## src/rtl/vga_pkg.sv

```systemverilog
// Shared 640x480@60 raster constants and sync-window helper; also imported by
// the colour mapper so both agree on the visible area.
package vga_pkg;

    localparam int COORD_W   = 10;

    localparam int H_VISIBLE = 640;
    localparam int H_FP      = 16;
    localparam int H_SYNC    = 96;
    localparam int H_BP      = 48;
    localparam int H_TOTAL   = H_VISIBLE + H_FP + H_SYNC + H_BP;

    localparam int V_VISIBLE = 480;
    localparam int V_FP      = 10;
    localparam int V_SYNC    = 2;
    localparam int V_BP      = 33;
    localparam int V_TOTAL   = V_VISIBLE + V_FP + V_SYNC + V_BP;

    localparam int H_SYNC_START = H_VISIBLE + H_FP;
    localparam int H_SYNC_END   = H_SYNC_START + H_SYNC;
    localparam int V_SYNC_START = V_VISIBLE + V_FP;
    localparam int V_SYNC_END   = V_SYNC_START + V_SYNC;

    // Half-open window test: lo <= v < hi
    function automatic logic in_window(input int v, input int lo, input int hi);
        return (v >= lo) && (v < hi);
    endfunction

endpackage

```

## src/rtl/vga_timing_gen_pixel_ce_gen.sv

```systemverilog
// Clock divider producing a one-cycle pixel clock-enable every CLK_DIV clocks.
module pixel_ce_gen #(
    parameter int CLK_DIV = 2
) (
    input  logic clk,
    input  logic srst,
    output logic pixel_ce
);

    // Keep at least one bit so CLK_DIV==1 still elaborates.
    localparam int DW = (CLK_DIV > 1) ? $clog2(CLK_DIV) : 1;

    logic [DW-1:0] div_cnt_reg;
    logic          pixel_ce_reg;
    logic          div_last;

    assign div_last = (div_cnt_reg == DW'(CLK_DIV - 1));

    always_ff @(posedge clk) begin
        if (srst) begin
            div_cnt_reg  <= '0;
            pixel_ce_reg <= 1'b0;
        end else begin
            pixel_ce_reg <= div_last;
            div_cnt_reg  <= div_last ? '0 : div_cnt_reg + 1'b1;
        end
    end

    assign pixel_ce = pixel_ce_reg;

endmodule

```

## src/rtl/vga_timing_gen.sv

```systemverilog
// Raster counters, sync/blank decode and line/frame strobes for the VGA path.
module vga_timing_gen #(
    parameter int CLK_DIV   = 2,
    parameter int H_VISIBLE = vga_pkg::H_VISIBLE,
    parameter int H_FP      = vga_pkg::H_FP,
    parameter int H_SYNC    = vga_pkg::H_SYNC,
    parameter int H_BP      = vga_pkg::H_BP,
    parameter int V_VISIBLE = vga_pkg::V_VISIBLE,
    parameter int V_FP      = vga_pkg::V_FP,
    parameter int V_SYNC    = vga_pkg::V_SYNC,
    parameter int V_BP      = vga_pkg::V_BP
) (
    input  logic       Clk,
    input  logic       Reset,
    output logic       pixel_ce,
    output logic [9:0] DrawX,
    output logic [9:0] DrawY,
    output logic       hs,
    output logic       vs,
    output logic       blank,
    output logic       line_start,
    output logic       frame_start
);

    import vga_pkg::*;

    localparam int H_TOT    = H_VISIBLE + H_FP + H_SYNC + H_BP;
    localparam int V_TOT    = V_VISIBLE + V_FP + V_SYNC + V_BP;
    localparam int HS_START = H_VISIBLE + H_FP;
    localparam int HS_END   = HS_START + H_SYNC;
    localparam int VS_START = V_VISIBLE + V_FP;
    localparam int VS_END   = VS_START + V_SYNC;

    logic       pixel_ce_int;
    logic [9:0] x_reg, x_next;
    logic [9:0] y_reg, y_next;
    logic       hs_reg, vs_reg, blank_reg;
    logic       line_start_reg, frame_start_reg;
    logic       x_wrap, y_wrap;

    pixel_ce_gen #(
        .CLK_DIV (CLK_DIV)
    ) u_pixel_ce_gen (
        .clk      (Clk),
        .srst     (Reset),
        .pixel_ce (pixel_ce_int)
    );

    assign x_wrap = (x_reg == 10'(H_TOT - 1));
    assign y_wrap = (y_reg == 10'(V_TOT - 1));

    always_comb begin
        x_next = x_reg;
        y_next = y_reg;
        if (pixel_ce_int) begin
            if (x_wrap) begin
                x_next = '0;
                y_next = y_wrap ? '0 : y_reg + 10'd1;
            end else begin
                x_next = x_reg + 10'd1;
            end
        end
    end

    // Decode from the next counter values so sync/blank line up with DrawX/DrawY.
    always_ff @(posedge Clk) begin
        if (Reset) begin
            x_reg           <= '0;
            y_reg           <= '0;
            hs_reg          <= 1'b1;
            vs_reg          <= 1'b1;
            blank_reg       <= 1'b0;
            line_start_reg  <= 1'b0;
            frame_start_reg <= 1'b0;
        end else begin
            line_start_reg  <= pixel_ce_int && x_wrap;
            frame_start_reg <= pixel_ce_int && x_wrap && y_wrap;
            if (pixel_ce_int) begin
                x_reg     <= x_next;
                y_reg     <= y_next;
                hs_reg    <= !in_window(int'(x_next), HS_START, HS_END);
                vs_reg    <= !in_window(int'(y_next), VS_START, VS_END);
                blank_reg <= (int'(x_next) < H_VISIBLE) && (int'(y_next) < V_VISIBLE);
            end
        end
    end

    assign pixel_ce    = pixel_ce_int;
    assign DrawX       = x_reg;
    assign DrawY       = y_reg;
    assign hs          = hs_reg;
    assign vs          = vs_reg;
    assign blank       = blank_reg;
    assign line_start  = line_start_reg;
    assign frame_start = frame_start_reg;

endmodule

```

## config.mk

```make
export PLATFORM = sky130hd
export DESIGN_NAME = vga_timing_gen
export DESIGN_NICKNAME = d
export VERILOG_FILES = /design/src/rtl/vga_pkg.sv /design/src/rtl/vga_timing_gen_pixel_ce_gen.sv /design/src/rtl/vga_timing_gen.sv
export SDC_FILE = /design/constraint.sdc
export NUM_CORES = 1
export LEC_CHECK = 0
export CORE_UTILIZATION = 50
export DETAILED_ROUTE_END_ITERATION = 6
export PLACE_DENSITY = 0.75
export SYNTH_ARGS = -nofsm -noshare
export SYNTH_HDL_FRONTEND = slang
export SYNTH_SLANG_ARGS = --single-unit
```

## constraint.sdc

```tcl
create_clock -name Clk -period 3 [get_ports Clk]
set_clock_uncertainty 0.05 [all_clocks]
set_input_delay 0.75 -clock Clk [delete_from_list [all_inputs] [get_ports Clk]]
set_output_delay 0.75 -clock Clk [all_outputs]
set_load 0.03 [all_outputs]
```

==> impl_metrics.ini, run 1 <==
[timing]
fmax_mhz = 400
finalHoldViolCount = 0
fin_crit_sh_pct = 83.3
worst_slack_ps = 500
finalSetupTns_ps = 0
setup_viol = 0
maxSlewHeadroom_pct = 60.7
final_max_slew_viol_count = 0
period_needed_ps = 2500
fin_hold_ws_ps = 365
max_slew.worst_pin.slew_ps = 584
rsz0062_at_grt = false

[drt]
vias = 1308
ant_nets = 0
drt-initial-drc-count = 38
drt_first_pass_iters = 4
drc_errors = 0
drt-total-wl_um = 3350
vias_per_cell = 5.97
wl_per_cell_um = 15.3

[clock_tree]
cts_buffers = 3
ctsResizeCount = 0
cts_tree = yes
cts-root-buf = clkbuf_4
cts_sinks = 27
ctsHoldBuffers = 0
clk_latency_ps = 320
postCtsSetupRepairBufs = 0
cts.clk_slew.worst_paths_ps = 150
htree_levels = 1
cts_buffer_depth = 2

[placed_design]
place_hpwl_um = 2420
dpl_cell_area_um2 = 1680
portBuffers = 27
preCtsSetupSlack_ps = 592
gp_congestion = 0.929

[setup_path]
crit_path_start_kind = flip-flop
r2r-start = DrawX[0]$_SDFFE_PP0P_
reg2reg_slack_ps = 500
r2r_end = vs$_SDFFE_PP1P_
reg2regPathDepth = 7
cp.required_ps = 3160
cp_max_fo = 13
crit_type = flip-flop to flip-flop
end_kind = flip-flop
critPathArrivalTime_ps = 2660

[status]
status = complete, no violations

[global_route]
antenna_found_initial = 0
grt_max_degree = 28
grt_overflow = 0
grt_pass1_vias = 1128
grtUsageTotal_pct = 24.7
grt_pass1_wl_um = 5290

[logic_synthesis]
ys_ff_latch = 27
postSynthCellCount = 165
synth_nets = 170
netlist_area_um2 = 1390
ys_seq_area_share_pct = 38.8
yosysWarnings = 0
synthDistinctLibCells = 39
syn_area_per_cell_um2 = 8.44

[final_layout]
syn2layout_area_growth_pct = 22.2
drive_gt1_share_pct = 5.29
final_cell_area_um2 = 1700
nNetsFinal = 195
antenna_cells = 0

[run]
drv_cap = 0

[floorplanning]
initial_core_util_pct = 54.7
die_h_um = 54.8
io_pins = 28
die_width_um = 54.8
die_area_um2 = 3000
core_um2 = 2540
fp-row-count = 18

[power]
p_leak_nw = 0.563
p_per_area_nw_per_um2 = 327
ir_drop_uv = 273
power_uw = 557

[worst_hold_path]
whs_endpoint = u_pixel_ce_gen.div_cnt_reg$_SDFF_PP0_
min_path_cells = 1
hold_path_class = flip-flop to flip-flop
hp-start = u_pixel_ce_gen.div_cnt_reg$_SDFF_PP0_
[cell type report]
class                           count  area [um^2]
Fill cell                         210          843
Multi-Input combinational cell    123          786
Timing Repair Buffer               30          293
Clock buffer                        4         26.3
Sequential cell                    27          541
Tap cell                           30         37.5
Inverter                            5         18.8
[worst max-delay path, stage by stage, from the launching register on]
cell	delay, ps
dfxtp_1	450
ha_1	250
and2_0	300
and4_1	520
o21ai_0	140
and2_1	200
a2111oi_0	350
a31oi_1	140
[logic make-up (layout without fill, tap and decap cells)]
logic type	after synthesis	count (layout)	share of synthesized area [%]
and+or+nand+nor	76	76	31.5
buffers and inverters	15	39	4.76
muxes	1	1	0.719
AOI/OAI and AO/OA	30	30	13.3
adders and majority gates	3	3	2.70
xor gates and xnor gates	13	13	8.18
DFF	27	27	38.8
[layout by cell type, fill, tap and decap left out, drive strengths merged, types with 3 or more instances in the layout]
cell	Yosys	final
nand3	11	11
ha	3	3
xnor2	6	6
nand2b	3	3
clkbuf	6	4
nor3	10	10
o21ai	3	3
nand4	8	8
buf	4	3
inv	5	5
xor2	7	7
nand2	8	8
a31oi	5	5
dfxtp	27	27
nor2	16	16
nor4	3	3
and3	3	3
clkdlybuf4s50	0	27
a21oi	13	13
[metrics by stage]
step           std cells  utilization, %
6_report             219            66.9
5_1_grt              219            66.9
4_1_cts              219            66.9
3_5_place_dp         215            65.8
3_3_place_gp         215            65.8
2_1_floorplan        165               -
[per-layer routing]
layer / up-vias / GRT usage, % / share of wire (%)
met5: - / 0 / 0
met4: 0 / 8.55 / 1.0
met3: 4 / 4.17 / 5.2
met2: 42 / 36.3 / 43
met1: 613 / 35.7 / 51
li1: 649 / - / -
[synthesized netlist by cell type]
cell type	count	area share [%]
a21oi_1	13	4.7
dfxtp_1	27	39
nand2_1	8	2.2
nor2b_1	1	0.45
buf_2	2	0.72
o211ai_1	1	0.54
and3b_1	2	1.3
ha_1	3	2.7
and2_0	1	0.45
o21ai_0	3	1.1
nor3_1	10	3.6
nor2_1	16	4.3
mux2i_1	1	0.72
nand2b_1	3	1.3
inv_1	5	1.3
buf_1	1	0.27
nor4_1	3	1.3
o22ai_1	1	0.45
or2_2	1	0.45
buf_6	1	0.81
and4_1	1	0.63
xnor2_1	6	3.8
nor4b_4	2	3.4
a31oi_1	5	2.2
a2111oi_0	2	1.3
and3_1	3	1.3
o31ai_1	1	0.54
and2_1	1	0.45
or4_1	2	1.1
clkbuf_1	6	1.6
nand3_1	11	4.0
a21bo_2	1	0.72
a211o_1	2	1.3
a211oi_1	1	0.54
nor3b_1	1	0.54
xor2_1	7	4.4
nand4_1	8	3.6
nor4bb_1	1	0.72
or3_1	1	0.45
[where the power goes]
part	internal (mW)	total, mW	switching (mW)
clock	0.0521	0.161	0.109
sequential	0.363	0.366	0.00327
combinational	0.0119	0.0300	0.0181
[how the worst max path moves through the flow]
stage | from | endpoint | slack, ps
after global routing | DrawX[0]$_SDFFE_PP0P_ | vs$_SDFFE_PP1P_ | 290
final | DrawX[0]$_SDFFE_PP0P_ | vs$_SDFFE_PP1P_ | 500
after floorplan | DrawX[0]$_SDFFE_PP0P_ | vs$_SDFFE_PP1P_ | 510
after detailed placement | DrawX[0]$_SDFFE_PP0P_ | vs$_SDFFE_PP1P_ | 590
after global placement | DrawX[0]$_SDFFE_PP0P_ | vs$_SDFFE_PP1P_ | 690
after CTS | DrawX[0]$_SDFFE_PP0P_ | vs$_SDFFE_PP1P_ | 540
No activity file was read; power rests on OpenSTA's default activity.
==> run 2, diff against run 1 <==
Settings changed: CORE_UTILIZATION 50 to 45, PLACE_DENSITY 0.75 to 0.71.
Clock period 3 ns to 2.3 ns, I/O delays scaled along.
==> run 2 against run 1 <==
Compared with the run above:
- the run now ends with DRC left
- count of clock-buffer cells in the layout unchanged
- worst hold slack about the same
- core utilization is 2.4 points lower
- clock power is 27% higher
- register-to-register slack got worse by 360 ps
- largest cell class unchanged
- total power increased by 29%
- first-iteration DRC count grew to 3.2 times the previous value
- die area is 11% higher
- global-route usage shrank 2.0 points
- routed wire length up 2.9%
- sequential cell count unchanged
- highest routed layer unchanged
- critical path depth shrank 5
==> impl_metrics.ini, run 2 (synthesis results as in run 1) <==
[floorplanning]
io_pins = 28
die_width_um = 57.6
die_area_um2 = 3320
core_um2 = 2850
die_h_um = 57.6
initial_core_util_pct = 48.8
fp-row-count = 19

[drt]
ant_nets = 0
drc_errors = 4
met1_length_um = 1600
wl_met3_um = 123
wl_met2_um = 1700
wl_per_cell_um = 14.7
drt-total-wl_um = 3440
vias_per_cell = 5.71
drt_first_pass_iters = 6
vias = 1335
top_layer = met4
drt-initial-drc-count = 123

[setup_path]
r2r-start = DrawX[0]$_SDFFE_PP0P_
critPathSlowestCell = clkdlybuf4s50_1
reg2regPathDepth = 8
r2r_end = vs$_SDFFE_PP1P_
max_stage_delay_ps = 660
crit_chain = buf_4, clkdlybuf4s50_1
reg2reg_slack_ps = 140
crit_type = flip-flop to output pin
end_kind = output pin
cp.required_ps = 1670
crit_path_start_kind = flip-flop
cp_max_fo = 6
critPathArrivalTime_ps = 1590

[final_layout]
syn2layout_area_growth_pct = 32.0
final_cell_mix = clkdlybuf4s50_1, dfxtp_1, buf_4
final_util_pct = 64.4
antenna_cells = 0
nNetsFinal = 209
fill_cells = 254
final_cell_area_um2 = 1840
drive_gt1_share_pct = 16.7
stdcell_count = 234
final_common_cell = clkdlybuf4s50_1

[status]
status = complete, but fails checks
violations = DRC

[global_route]
antenna_found_initial = 0
grt_overflow = 0
grt_pass1_vias = 1266
grt_pass1_wl_um = 5860
grt_max_degree = 28
grtUsageTotal_pct = 22.7

[clock_tree]
cts-root-buf = clkbuf_4
cts_buffers = 3
cts_tree = yes
clk_latency_ps = 320
htree_levels = 1
cts_buffer_depth = 2
ctsHoldBuffers = 0
cts_sinks = 27
cts.clk_slew.worst_paths_ps = 140

[placed_design]
dpl_cell_area_um2 = 1790
gp_congestion = 0.849
place_inst = 230
place_hpwl_um = 2600
portBuffers = 27

[power]
p_per_area_nw_per_um2 = 392
power_uw = 721
ir_drop_uv = 212
p_leak_nw = 0.660

[timing]
fmax_mhz = 452
final_max_slew_viol_count = 0
finalSetupTns_ps = 0
setup_viol = 0
max_slew.worst_pin.slew_ps = 482
fin_crit_sh_pct = 96.1
finalHoldViolCount = 0
maxSlewHeadroom_pct = 67.5
period_needed_ps = 2210
rsz0062_at_grt = false

[worst_hold_path]
whs_endpoint = u_pixel_ce_gen.div_cnt_reg$_SDFF_PP0_
min_path_cells = 1
hp-start = u_pixel_ce_gen.div_cnt_reg$_SDFF_PP0_
hold_path_class = flip-flop to flip-flop

[run]
drv_cap = 0
run 2: power by group:
group | switching, mW | total [mW] | internal, mW
Clock | 0.138 | 0.205 | 0.0678
Combinational | 0.0237 | 0.0397 | 0.0160
Sequential | 0.00399 | 0.476 | 0.472
run 2: timing repair:
item / 4_1_cts / 5_1_grt
endpoints found under the setup margin: 0 / 5
gates resized for setup: 0 / 8
buffers inserted: 0 / 0
endpoints found under the hold margin: 0 / 0
run 2: critical path: cells and delay by family (launching register included):
| kind | cells | cell delay (ps) |
|---|---|---|
| flops | 1 | 430 |
| buf+inv | 2 | 830 |
run 2: layout make-up:
class / count / area, um^2 / share of cell area [%]
Multi-Input combinational cell: 123 / 802 / 43.6
Sequential cell: 27 / 552 / 30.0
Timing Repair Buffer: 44 / 400 / 21.8
Tap cell: 31 / 38.8 / 2.11
Clock buffer: 4 / 26.3 / 1.43
Inverter: 5 / 18.8 / 1.02
run 2: worst max path at each step:
stage | start | end
floorplan | DrawX[1]$_SDFFE_PP0P_ | vs$_SDFFE_PP1P_
global placement | DrawY[0]$_SDFFE_PP0P_ | vs$_SDFFE_PP1P_
detailed placement | DrawX[0]$_SDFFE_PP0P_ | blank$_SDFFE_PP0P_
CTS | DrawY[3]$_SDFFE_PP0P_ | DrawY[3]
global route | DrawY[1]$_SDFFE_PP0P_ | vs$_SDFFE_PP1P_
finish | DrawX[7]$_SDFFE_PP0P_ | DrawX[7]
run 2: layer usage:
metal	track usage [%]	vias to the layer above
met4	8.01	0
met3	2.46	4
met2	38.4	32
met5	0	-
met1	30.1	626
li1	-	673
run 2: stage by stage:
| step | setup slack (ps) | hold slack (ps) |
|---|---|---|
| floorplan | 4.91 | 335 |
| global placement | 143 | 343 |
| detailed placement | 93.9 | 343 |
| CTS | 40.6 | 363 |
| global route | 21.9 | 375 |
| finish | 89.7 | 364 |
==> edit 1 (config.mk and constraints of run 1) <==
Put a register stage on the output `pixel_ce`, without a reset. The value now appears one clock later. The other outputs are not delayed to match.
--- a/src/rtl/vga_timing_gen.sv
+++ b/src/rtl/vga_timing_gen.sv
@@ -30,6 +30,8 @@
     localparam int HS_END   = HS_START + H_SYNC;
     localparam int VS_START = V_VISIBLE + V_FP;
     localparam int VS_END   = VS_START + V_SYNC;
+
+    logic pixel_ce_d;
 
     logic       pixel_ce_int;
     logic [9:0] x_reg, x_next;
@@ -85,7 +87,7 @@
         end
     end
 
-    assign pixel_ce    = pixel_ce_int;
+    assign pixel_ce_d  = pixel_ce_int;
     assign DrawX       = x_reg;
     assign DrawY       = y_reg;
     assign hs          = hs_reg;
@@ -94,5 +96,9 @@
     assign line_start  = line_start_reg;
     assign frame_start = frame_start_reg;
 
+    always_ff @(posedge Clk) begin
+        pixel_ce <= pixel_ce_d;
+    end
+
 endmodule
 
Function: changed (a bounded check fails within 4 cycles, from zero or initial values and one cycle with Reset high).
==> edit 1 against run 1 <==
Sequential cell count grew 1. Setup slack gained 0.0043 ns. Sequential power grew 4%. Clock power grew 15%. Power grew 6.9%. Area after synthesis grew 1.4%. Hold slack gained 0.0077 ns. Critical path depth is the same. Largest power group unchanged. Routed wire length shrank 2.2%. Critical endpoint is now blank$_SDFFE_PP0P_. Sequential share of layout area grew 0.61 points. Design area grew 1.8%.
==> edit 1: results (changes against run 1) <==
Worst hold path:
- The worst hold path class is flip-flop to flip-flop (unchanged).

Placed design:
- The final weighted congestion in routability-driven placement came to 0.9428 (was 0.9287).
- The placed instance area is 1695 µm² (was 1675 µm²).
- The sum of net half-perimeters after detailed placement came to 2288 µm (was 2418 µm).

Routing:
- The vias after detailed routing came to 1,303 (was 1,308).
- The total wirelength of the detailed-routed design is 3274 µm (was 3347 µm).
- The initial detailed-routing violation count is 51 (was 38).

Clock tree:
- The H-tree depth came to 1 (unchanged).
- The largest buffer count on any clock path is 2 (unchanged).

Logic synthesis:
- The total nets after synthesis was 171 (was 170).
- Leading cell types by total area after synthesis: sky130_fd_sc_hd__dfxtp_1 40%, sky130_fd_sc_hd__a21oi_1 4.6%, sky130_fd_sc_hd__xor2_1 4.3% (was sky130_fd_sc_hd__dfxtp_1 39%, sky130_fd_sc_hd__a21oi_1 4.7%, sky130_fd_sc_hd__xor2_1 4.4%).
- The warning count from the yosys run is 0 (unchanged).
- The fraction of the yosys area taken by sequential cells was 39.68% (was 38.81%).
- Ranking of synthesized cells by instance count: 28 x sky130_fd_sc_hd__dfxtp_1, 16 x sky130_fd_sc_hd__nor2_1, 13 x sky130_fd_sc_hd__a21oi_1, 11 x sky130_fd_sc_hd__nand3_1, 10 x sky130_fd_sc_hd__nor3_1 (was 27 x sky130_fd_sc_hd__dfxtp_1, 16 x sky130_fd_sc_hd__nor2_1, 13 x sky130_fd_sc_hd__a21oi_1, 11 x sky130_fd_sc_hd__nand3_1, 10 x sky130_fd_sc_hd__nor3_1).

Power:
- The switching power summed over all nets is 0.1324 mW (was 0.1306 mW).
- The cell leakage power is 0.5777 nW (was 0.5634 nW).
- The maximum vdd drop came to 0.2948 mV (was 0.2728 mV).

Run status:
- Result of the run: finished, final reports clean (unchanged).

STA:
- The max-slew headroom at the worst pin is 67.64% (was 60.68%).

Global routing:
- The wire length of the first global-routing pass is 5126 µm (was 5292 µm).
- The number of global-route vias before repair is 1,086 (was 1,128).
- The global routing usage summed across all routing layers is 23.83% (was 24.71%).

Worst setup path:
- The startpoint of the worst-slack reg-to-reg timing path is DrawX[0]$_SDFFE_PP0P_ (unchanged).
- The data arrival time of the worst path is 2.71 ns (was 2.66 ns).
- The nature of the critical path startpoint was a flip-flop (unchanged).
- The delay of the slowest cell on the worst path is 0.55 ns (was 0.52 ns).

Cells and area:
- The fraction of layout cells with a size suffix above 1 is 5.789% (was 5.291%).
- The count of nets after finishing came to 196 (was 195).
## edit 1: cell types whose count changed after synthesis, sizes merged
cell,change
dfxtp,+1
## edit 1: power groups by stage
stage          sequential (mW)  clock (mW)  combinational [mW]
5_1_grt                  0.381       0.205              0.0323
3_5_place_dp             0.388           0              0.0303
3_3_place_gp             0.388           0              0.0300
4_1_cts                  0.380       0.192              0.0305
6_report                 0.380       0.185              0.0304
2_1_floorplan            0.394           0              0.0124
## edit 1: layout make-up
class | instances | area [µm²]
Multi-Input combinational cell | 123 | 785.8
Inverter | 5 | 18.77
Timing Repair Buffer | 30 | 292.8
Clock buffer | 4 | 36.28
Sequential cell | 28 | 560.5
Tap cell | 30 | 37.54
Fill cell | 228 | 835.8
## edit 1: worst paths after layout
kind,end,slack (ns),depth (start not counted)
worst min register to register,u_pixel_ce_gen.div_cnt_reg$_SDFF_PP0_,0.37,1
worst min-delay path,u_pixel_ce_gen.div_cnt_reg$_SDFF_PP0_,0.37,1
worst max-delay path,blank$_SDFFE_PP0P_,0.50,7
worst max register to register,blank$_SDFFE_PP0P_,0.50,7
## edit 1: logic make-up after synthesis
group	count (synthesis)	synth area share, %
buf+inv	15	4.694
xor+xnor	13	8.060
flops	28	39.68
fa+ha+maj	3	2.658
mux	1	0.7086
compound gates	30	13.11
simple gates	76	31.09
## edit 1: stage by stage
stage,setup slack [ns],instances
finish,0.5038,220
global route,0.3295,220
CTS,0.5215,220
detailed placement,0.5776,216
global placement,0.6653,216
floorplan,0.5070,166
## edit 1: per-layer routing
| metal | track usage, % | vias to the layer above | part of all wire [%] |
|---|---|---|---|
| li1 | - | 646 | - |
| met1 | 36.21 | 609 | 50 |
| met2 | 33.53 | 41 | 44 |
| met3 | 2.459 | 7 | 4.2 |
| met4 | 10.00 | 0 | 2.2 |
| met5 | 0 | - | 0 |
==> edit 2 (flow settings as in run 1) <==
Made on the original files. `CLK_DIV` is set to 2 in 2 places; all go to 4.
--- a/src/rtl/vga_timing_gen_pixel_ce_gen.sv
+++ b/src/rtl/vga_timing_gen_pixel_ce_gen.sv
@@ -1,6 +1,6 @@
 // Clock divider producing a one-cycle pixel clock-enable every CLK_DIV clocks.
 module pixel_ce_gen #(
-    parameter int CLK_DIV = 2
+    parameter int CLK_DIV = 4
 ) (
     input  logic clk,
     input  logic srst,
--- a/src/rtl/vga_timing_gen.sv
+++ b/src/rtl/vga_timing_gen.sv
@@ -1,6 +1,6 @@
 // Raster counters, sync/blank decode and line/frame strobes for the VGA path.
 module vga_timing_gen #(
-    parameter int CLK_DIV   = 2,
+    parameter int CLK_DIV   = 4,
     parameter int H_VISIBLE = vga_pkg::H_VISIBLE,
     parameter int H_FP      = vga_pkg::H_FP,
     parameter int H_SYNC    = vga_pkg::H_SYNC,
Function: changed (Yosys sat finds a counterexample within 4 cycles, from zero or initial values and one cycle with Reset high).
==> edit 2 against run 1 <==
The run now ends with DRC left. Sequential cell count grew 1. Final cell count rose by 8.2%. Setup slack improved by 0.0099 ns. Sequential share of layout area decreased by 1.3 points. Design area rose by 8.2%. Non-clock buffer count unchanged. Die area is 9.5% higher. Synthesized cell count increased by 10%. Routed wire length grew 5.2%. Combinational power is 11% lower. Area after synthesis rose by 9.9%. Power is 0.68% higher. Via count is 9.9% higher. Largest cell class unchanged.
==> edit 2: results (changes against run 1) <==
Cells and area:
- The fraction of layout cells with a size suffix above 1 is 7.282% (was 5.291%).
- The number of sequential cells is 28 (was 27).
- The fraction of standard cell area in multi-input logic is 49.29% (was 46.18%).
- The number of fill cells in the layout came to 267 (was 210).
- The storage element area came to 560.5 µm² (was 540.5 µm²).
- The fraction of area in clock buffers and inverters is 1.224% (was 1.544%).
- The count of nets after finishing was 214 (was 195).
- The final non-filler cell total was 237 (was 219).

Routing:
- The initial detailed-routing violation count was 70 (was 38).
- The number of iterations in the first detailed-routing pass came to 7 (was 4).
- The per-cell routed wire length is 14.86 µm (was 15.28 µm).
- The number of design rule violations left after detail routing is 2 (was 0).

Logic synthesis:
- Leading cell types by total area after synthesis: sky130_fd_sc_hd__dfxtp_1 37%, sky130_fd_sc_hd__nor2_1 6.1%, sky130_fd_sc_hd__xnor2_1 4.0% (was sky130_fd_sc_hd__dfxtp_1 39%, sky130_fd_sc_hd__a21oi_1 4.7%, sky130_fd_sc_hd__xor2_1 4.4%).
- The fraction of the yosys area taken by sequential cells was 36.63% (was 38.81%).
- The total nets after synthesis is 188 (was 170).

Placed design:
- The sum of net half-perimeters after detailed placement is 2512 µm (was 2418 µm).
- The worst slack at placement is 0.6528 ns (was 0.5920 ns).

STA:
- The transition time of the tightest slew-check pin is 0.4490 ns (was 0.5844 ns).

Worst setup path:
- The data arrival time of the worst path is 1.69 ns (was 2.66 ns).
- The critical path startpoint is DrawX[4]$_SDFFE_PP0P_ (was DrawX[0]$_SDFFE_PP0P_).
- The cell type group with the largest total delay on the critical path is buffers and inverters (was simple AND/OR/NAND/NOR gates).
- The reg2reg setup slack is 0.61 ns (was 0.50 ns).
- The capturing point of the worst reg2reg path is blank$_SDFFE_PP0P_ (was vs$_SDFFE_PP1P_).

Worst hold path:
- The capture endpoint of the worst hold path is u_pixel_ce_gen.div_cnt_reg[0]$_SDFF_PP0_ (was u_pixel_ce_gen.div_cnt_reg$_SDFF_PP0_).
- The launch instance of the worst min-delay path is u_pixel_ce_gen.div_cnt_reg[0]$_SDFF_PP0_ (was u_pixel_ce_gen.div_cnt_reg$_SDFF_PP0_).

Run status:
- The checks that failed: DRC.
- Result of the run: complete, but fails checks (was finished, final reports clean).

Global routing:
- The number of global-route vias before repair is 1,300 (was 1,128).

Power:
- The maximum vdd drop was 0.1914 mV (was 0.2728 mV).
==> edit 2: layer usage <==
layer | global-route usage [%] | wire length (µm) | part of all wire (%)
met3 | 2.494 | 224 | 6.4
met4 | 10.10 | 48 | 1.4
met1 | 32.34 | 1634 | 46
met5 | 0 | 0 | 0
met2 | 35.80 | 1614 | 46
==> edit 2: power groups by stage <==
stage / registers (mW) / logic, mW / clock network (mW)
2_1_floorplan: 0.391 / 0.0139 / 0
3_3_place_gp: 0.388 / 0.0266 / 0
3_5_place_dp: 0.388 / 0.0270 / 0
4_1_cts: 0.380 / 0.0270 / 0.161
5_1_grt: 0.381 / 0.0303 / 0.172
6_report: 0.380 / 0.0268 / 0.155
==> edit 2: kinds of logic after synthesis <==
family	share of synthesized area, %
and+or+nand+nor	34.91
buffers and inverters	4.088
xor gates and xnor gates	7.441
muxes	0.7358
adders and majority gates	3.271
DFF	36.63
AOI/OAI and AO/OA	12.92
